## src/rtl/uart_pkg.sv

```systemverilog
// uart_pkg: UART types and constants shared by the receiver and transmitter
package uart_pkg;
  localparam int DEF_OVERSAMPLE = 16;
  localparam logic [2:0] LAST_BIT = 3'd7;
  typedef enum logic [2:0] {IDLE, START, DATA, STOP, BREAK} rx_state_e;
endpackage

```

## src/rtl/uart_rx_if.sv

```systemverilog
// uart_rx_if: serial line, sample strobe and received-byte signals of the UART receiver
interface uart_rx_if;
  logic       stb_sample;
  logic       data_in;
  logic [7:0] data_out;
  logic       rx_valid;
  logic       rx_busy;
  logic       frame_err;
  modport master (input stb_sample, data_in, output data_out, rx_valid, rx_busy, frame_err);
  modport slave (output stb_sample, data_in, input data_out, rx_valid, rx_busy, frame_err);
endinterface

```

## src/rtl/sync_2ff.sv

```systemverilog
// sync_2ff: two-flop synchroniser for an asynchronous single-bit input
module sync_2ff #(
  parameter logic RST_VAL = 1'b1
) (
  input  logic clk,
  input  logic rst_n,
  input  logic d_i,
  output logic q_o
);
  logic meta_q, sync_q;
  always_ff @(posedge clk or negedge rst_n) begin
    if (!rst_n) begin
      meta_q <= RST_VAL;
      sync_q <= RST_VAL;
    end else begin
      meta_q <= d_i;
      sync_q <= meta_q;
    end
  end
  assign q_o = sync_q;
endmodule

```

## src/rtl/uart_rx.sv

```systemverilog
// uart_rx: oversampled 8N1 receiver with false-start, framing-error and break handling
module uart_rx
  import uart_pkg::*;
#(
  parameter int OVERSAMPLE = DEF_OVERSAMPLE
) (
  input logic clk,
  input logic rst_n,
  uart_rx_if.master bus
);
  localparam int W = $clog2(OVERSAMPLE);
  localparam logic [W-1:0] MID = W'(OVERSAMPLE / 2 - 1);
  localparam logic [W-1:0] LAST = W'(OVERSAMPLE - 1);
  rx_state_e state_q, state_d;
  logic [W-1:0] samp_q, samp_d;
  logic [2:0] bit_q, bit_d;
  logic [7:0] shift_q, shift_d, data_q, data_d;
  logic valid_q, valid_d, ferr_q, ferr_d;
  logic rx_s, end_hit;
  sync_2ff #(.RST_VAL(1'b1)) u_sync (
    .clk  (clk),
    .rst_n(rst_n),
    .d_i  (bus.data_in),
    .q_o  (rx_s)
  );
  assign end_hit = (samp_q == LAST);
  always_comb begin
    state_d = state_q;
    samp_d  = samp_q;
    bit_d   = bit_q;
    shift_d = shift_q;
    data_d  = data_q;
    valid_d = 1'b0;
    ferr_d  = 1'b0;
    if (bus.stb_sample) begin
      unique case (state_q)
        IDLE: begin
          samp_d  = rx_s ? '0 : W'(1);
          state_d = rx_s ? IDLE : START;
        end
        START: begin
          samp_d = (samp_q == MID) ? '0 : samp_q + W'(1);
          if (samp_q == MID) begin
            state_d = rx_s ? IDLE : DATA;
            bit_d   = '0;
          end
        end
        DATA: begin
          samp_d = end_hit ? '0 : samp_q + W'(1);
          if (end_hit) begin
            shift_d = {rx_s, shift_q[7:1]};
            state_d = (bit_q == LAST_BIT) ? STOP : DATA;
            bit_d   = (bit_q == LAST_BIT) ? bit_q : bit_q + 3'd1;
          end
        end
        STOP: begin
          samp_d = end_hit ? '0 : samp_q + W'(1);
          if (end_hit) begin
            state_d = rx_s ? IDLE : BREAK;
            data_d  = rx_s ? shift_q : data_q;
            valid_d = rx_s;
            ferr_d  = !rx_s;
          end
        end
        BREAK: begin
          samp_d  = '0;
          state_d = rx_s ? IDLE : BREAK;
        end
        default: begin
          samp_d  = '0;
          state_d = IDLE;
        end
      endcase
    end
  end
  always_ff @(posedge clk or negedge rst_n) begin
    if (!rst_n) begin
      state_q <= IDLE;
      samp_q  <= '0;
      bit_q   <= '0;
      shift_q <= '0;
      data_q  <= '0;
      valid_q <= 1'b0;
      ferr_q  <= 1'b0;
    end else begin
      state_q <= state_d;
      samp_q  <= samp_d;
      bit_q   <= bit_d;
      shift_q <= shift_d;
      data_q  <= data_d;
      valid_q <= valid_d;
      ferr_q  <= ferr_d;
    end
  end
  assign bus.data_out  = data_q;
  assign bus.rx_valid  = valid_q;
  assign bus.frame_err = ferr_q;
  assign bus.rx_busy   = (state_q != IDLE);
endmodule

```

## src/flat_wrapper.sv

```systemverilog
// flat-port wrapper written by rule: the top's interface ports become plain ports
module uart_rx_flat import uart_pkg::*;
#(
  parameter int OVERSAMPLE = DEF_OVERSAMPLE
)
  (clk, rst_n, bus_stb_sample, bus_data_in, bus_data_out, bus_rx_valid, bus_rx_busy, bus_frame_err);
  uart_rx_if bus_i ();
  input logic clk;
  input logic rst_n;
  input wire logic [$bits(bus_i.stb_sample)-1:0] bus_stb_sample;
  input wire logic [$bits(bus_i.data_in)-1:0] bus_data_in;
  output wire logic [$bits(bus_i.data_out)-1:0] bus_data_out;
  output wire logic [$bits(bus_i.rx_valid)-1:0] bus_rx_valid;
  output wire logic [$bits(bus_i.rx_busy)-1:0] bus_rx_busy;
  output wire logic [$bits(bus_i.frame_err)-1:0] bus_frame_err;
  assign bus_i.stb_sample = bus_stb_sample;
  assign bus_i.data_in = bus_data_in;
  assign bus_data_out = bus_i.data_out;
  assign bus_rx_valid = bus_i.rx_valid;
  assign bus_rx_busy = bus_i.rx_busy;
  assign bus_frame_err = bus_i.frame_err;
  uart_rx #(.OVERSAMPLE(OVERSAMPLE)) u_core (.clk(clk), .rst_n(rst_n), .bus(bus_i));
endmodule
```

## config.mk

```make
export PLATFORM = sky130hd
export DESIGN_NAME = uart_rx_flat
export DESIGN_NICKNAME = d
export VERILOG_FILES = /design/src/rtl/uart_pkg.sv /design/src/rtl/uart_rx_if.sv /design/src/rtl/sync_2ff.sv /design/src/rtl/uart_rx.sv /design/src/flat_wrapper.sv
export SDC_FILE = /design/constraint.sdc
export NUM_CORES = 1
export LEC_CHECK = 0
export ABC_AREA = 1
export BUFFER_PORTS_ARGS = -buffer_cell sky130_fd_sc_hd__buf_4
export CELL_PAD_IN_SITES_DETAIL_PLACEMENT = 0
export CELL_PAD_IN_SITES_GLOBAL_PLACEMENT = 1
export CORE_ASPECT_RATIO = 0.8
export CORE_MARGIN = 5
export CORE_UTILIZATION = 47
export CTS_CLUSTER_DIAMETER = 50
export CTS_CLUSTER_SIZE = 16
export DETAILED_ROUTE_END_ITERATION = 10
export PLACE_DENSITY_LB_ADDON = 0.3
export SYNTH_ARGS = -nofsm -noshare
export SYNTH_HDL_FRONTEND = slang
export SYNTH_SLANG_ARGS = --single-unit
```

## constraint.sdc

```tcl
create_clock -name clk -period 2.44 [get_ports clk]
set_input_delay 0.488 -clock clk [delete_from_list [all_inputs] [get_ports clk]]
set_output_delay 0.488 -clock clk [all_outputs]
set_load 0.02 [all_outputs]
```

==> flow_summary.ini <==
[timing]
max_freq_mhz = 587
hold_violations = 0
setup-tns-final_ns = 0
drv_slew = 0
setup_viol = 0
skew_ns = 0.00370
tightest_slew_ns = 0.365
fin_crit_ns = 1.70
period_share_pct = 69.8
maxSlewHeadroom_pct = 75.7
grt_setup_unrepaired = no

[drt]
first_pass_iters = 5
vias = 1094
drc = 0
ant_nets = 0
drt_iter0_drc = 98
wl_per_cell_um = 12.0
routed_wl_mm = 2.64
vias_per_cell = 4.97

[final_layout]
fin_area_mm2 = 0.00171
fin_nets = 186
regArea_um2 = 753
area_delta_synth_final_pct = 15.5
drive_above_1_share_pct = 31.1
diodes = 0
multiInputGateArea_um2 = 606
fillers = 282

[synth]
synth_top_cell_area_share_pct = 47.4
synthCells = 161
netlist_area_mm2 = 0.00148
synth-seq-cells = 30
synth_cell_types = 24
syn_nets = 168
netlist_top_cells_area = dfrtp_1 47%, nand2_1 9.6%, o21ai_2 8.9%
synth_top_area_cell = dfrtp_1
seq_area_frac_synth_pct = 50.9
synth_area_per_cell_um2 = 9.19
yosysWarnings = 0

[min_path]
min_path_type = primary input to asynchronous set/reset pin

[clock_network]
cts_tree = yes
cts_setup_buffers = 0
cts_made_buffers = 5
cts_resized = 0
worstSkewPairLatency_ns = 0.28
clock_sinks = 30
clk_root_buffer_cell = clkbuf_8
hold_buffers = 0
clock_path_buffers = 2
htree_levels = 2
clk_pin_slew_worst_paths_ns = 0.06

[global_route]
grt_overflow = 0
grt_pass1_wl_mm = 4.73
antenna_found_initial = 0
grt_pass1_vias = 1083
grt_usage_pct = 14.2
grt_start_max_net_pins = 31

[run_status]
status = finished, final reports clean

[placed_design]
place_area_mm2 = 0.00160
portBuffers = 14
dp_hpwl_mm = 1.96
gp_congestion = 0.799

[floorplan]
start_util_pct = 48.3
die_w_um = 72.7
core_area_mm2 = 0.00306
fp-row-count = 18
ios = 15
chipHeight_um = 60.2
die-area_mm2 = 0.00438

[critical_path]
critPathKind = flip-flop to output pin
worstPathMaxFanout = 6
cp-end-kind = output pin
cp.arrival_ns = 1.22
path_buf_inv = 1
start_kind = flip-flop
critPathTopFamily = flip-flops
worstPathCellList = nor2_1 -> nand2_1 -> buf_4
critPathRequiredTime_ns = 1.95
crit_path_max_incr_delay_ns = 0.46
slowest_stage = dfrtp_1

[power]
p_per_area_mw_per_mm2 = 841
peakVddDrop_uv = 495
p_leak_nw = 0.867

[run]
drv_cap = 0
## worst reg2reg max path, stage by stage, from the launching register on
cell and delay (ns):
dfrtp_1 0.39, ha_1 0.25, nand3_2 0.12, inv_2 0.10, nand2_4 0.06, clkinv_4 0.06
nand3_4 0.19, inv_1 0.14, nand2_1 0.06, nand2_1 0.06
## routing by layer
metal | vias up | GRT usage [%] | part of all wire, %
li1 | 550 | - | -
met1 | 508 | 19.3 | 47
met2 | 34 | 21.2 | 45
met3 | 2 | 4.71 | 7.4
met4 | 0 | 5.53 | 0.49
met5 | - | 0 | 0
## synth_stat cells (all sizes together)
| cell | count |
|---|---|
| nand3 | 16 |
| nor3 | 1 |
| o21ai | 23 |
| dfrtp | 28 |
| inv | 20 |
| ha | 3 |
| nor2 | 13 |
| nand3b | 1 |
| clkbuf | 1 |
| a21oi | 4 |
| clkinv | 1 |
| dfstp | 2 |
| buf | 2 |
| nand2 | 44 |
| a31oi | 2 |
## logic make-up after synthesis
kind of cell    count (synthesis)  synth area share [%]
simple gates                   75                  24.6
fa+ha+maj                       3                  2.54
flops                          30                  50.9
compound gates                 29                  13.8
buf+inv                        24                  8.12
## power by group
| group | leakage (nW) | switching, mW | total (mW) | internal (mW) |
|---|---|---|---|---|
| sequential | 0.407 | 0.0591 | 0.611 | 0.552 |
| combinational | 0.403 | 0.241 | 0.365 | 0.124 |
| clock | 0.0575 | 0.176 | 0.460 | 0.284 |
| total | 0.867 | 0.476 | 1.44 | 0.961 |
## path summary, 6_finish.rpt
check / startpoint / endpoint / slack, ns / cells after the start
max in group asynchronous: rst_n / u_core.u_sync.q_o / 2.00 / 1
worst max-delay path: u_core.state_q[1] / bus_rx_busy / 0.74 / 3
worst min register to register: u_core.u_sync.meta_q / u_core.u_sync.q_o / 0.36 / 0
min in group clk: bus_data_in / u_core.u_sync.meta_q / 0.32 / 1
worst max register to register: u_core.samp_q[0] / u_core.bus.data_out[0] / 0.94 / 9
worst min-delay path: rst_n / u_core.samp_q[3] / 0.12 / 1
## through the flow
stage                     hold slack, ns  setup slack [ns]  instances  util [%]  total power, mW
after floorplan                    0.192              1.11        161         -            0.886
after global placement             0.347              1.03        212      52.2            0.980
after detailed placement           0.351             0.940        212      52.2            0.985
after CTS                          0.138             0.738        220      55.8             1.45
after global routing               0.158             0.632        220      55.8             1.54
final                              0.121             0.736        220      55.8             1.44
## layout make-up
cell class	instances	area share (%)
Inverter	21	4.91
Multi-Input combinational cell	107	35.5
Tap cell	40	2.93
Sequential cell	30	44.1
Timing Repair Buffer	14	6.15
Clock buffer	8	6.45
## state kept, by name, indices dropped and copies added (netlist names)
register	flops
u_core.bus.data_out	8
u_core.samp_q	4
u_core.u_sync.meta_q	1
u_core.bus.frame_err	1
u_core.bus.rx_valid	1
u_core.state_q	3
u_core.u_sync.q_o	1
u_core.bit_q	3
u_core.shift_q	8
## layout by cell type (no fill, tap or decap), drive strengths merged
master  count
clkbuf      8
a21oi       4
nand2      44
o21ai      23
nand3b      1
ha          3
nor2       13
dfrtp      28
inv        20
a31oi       2
dfstp       2
clkinv      1
nand3      16
buf        14
nor3        1
(Power assumes the default switching activity.)
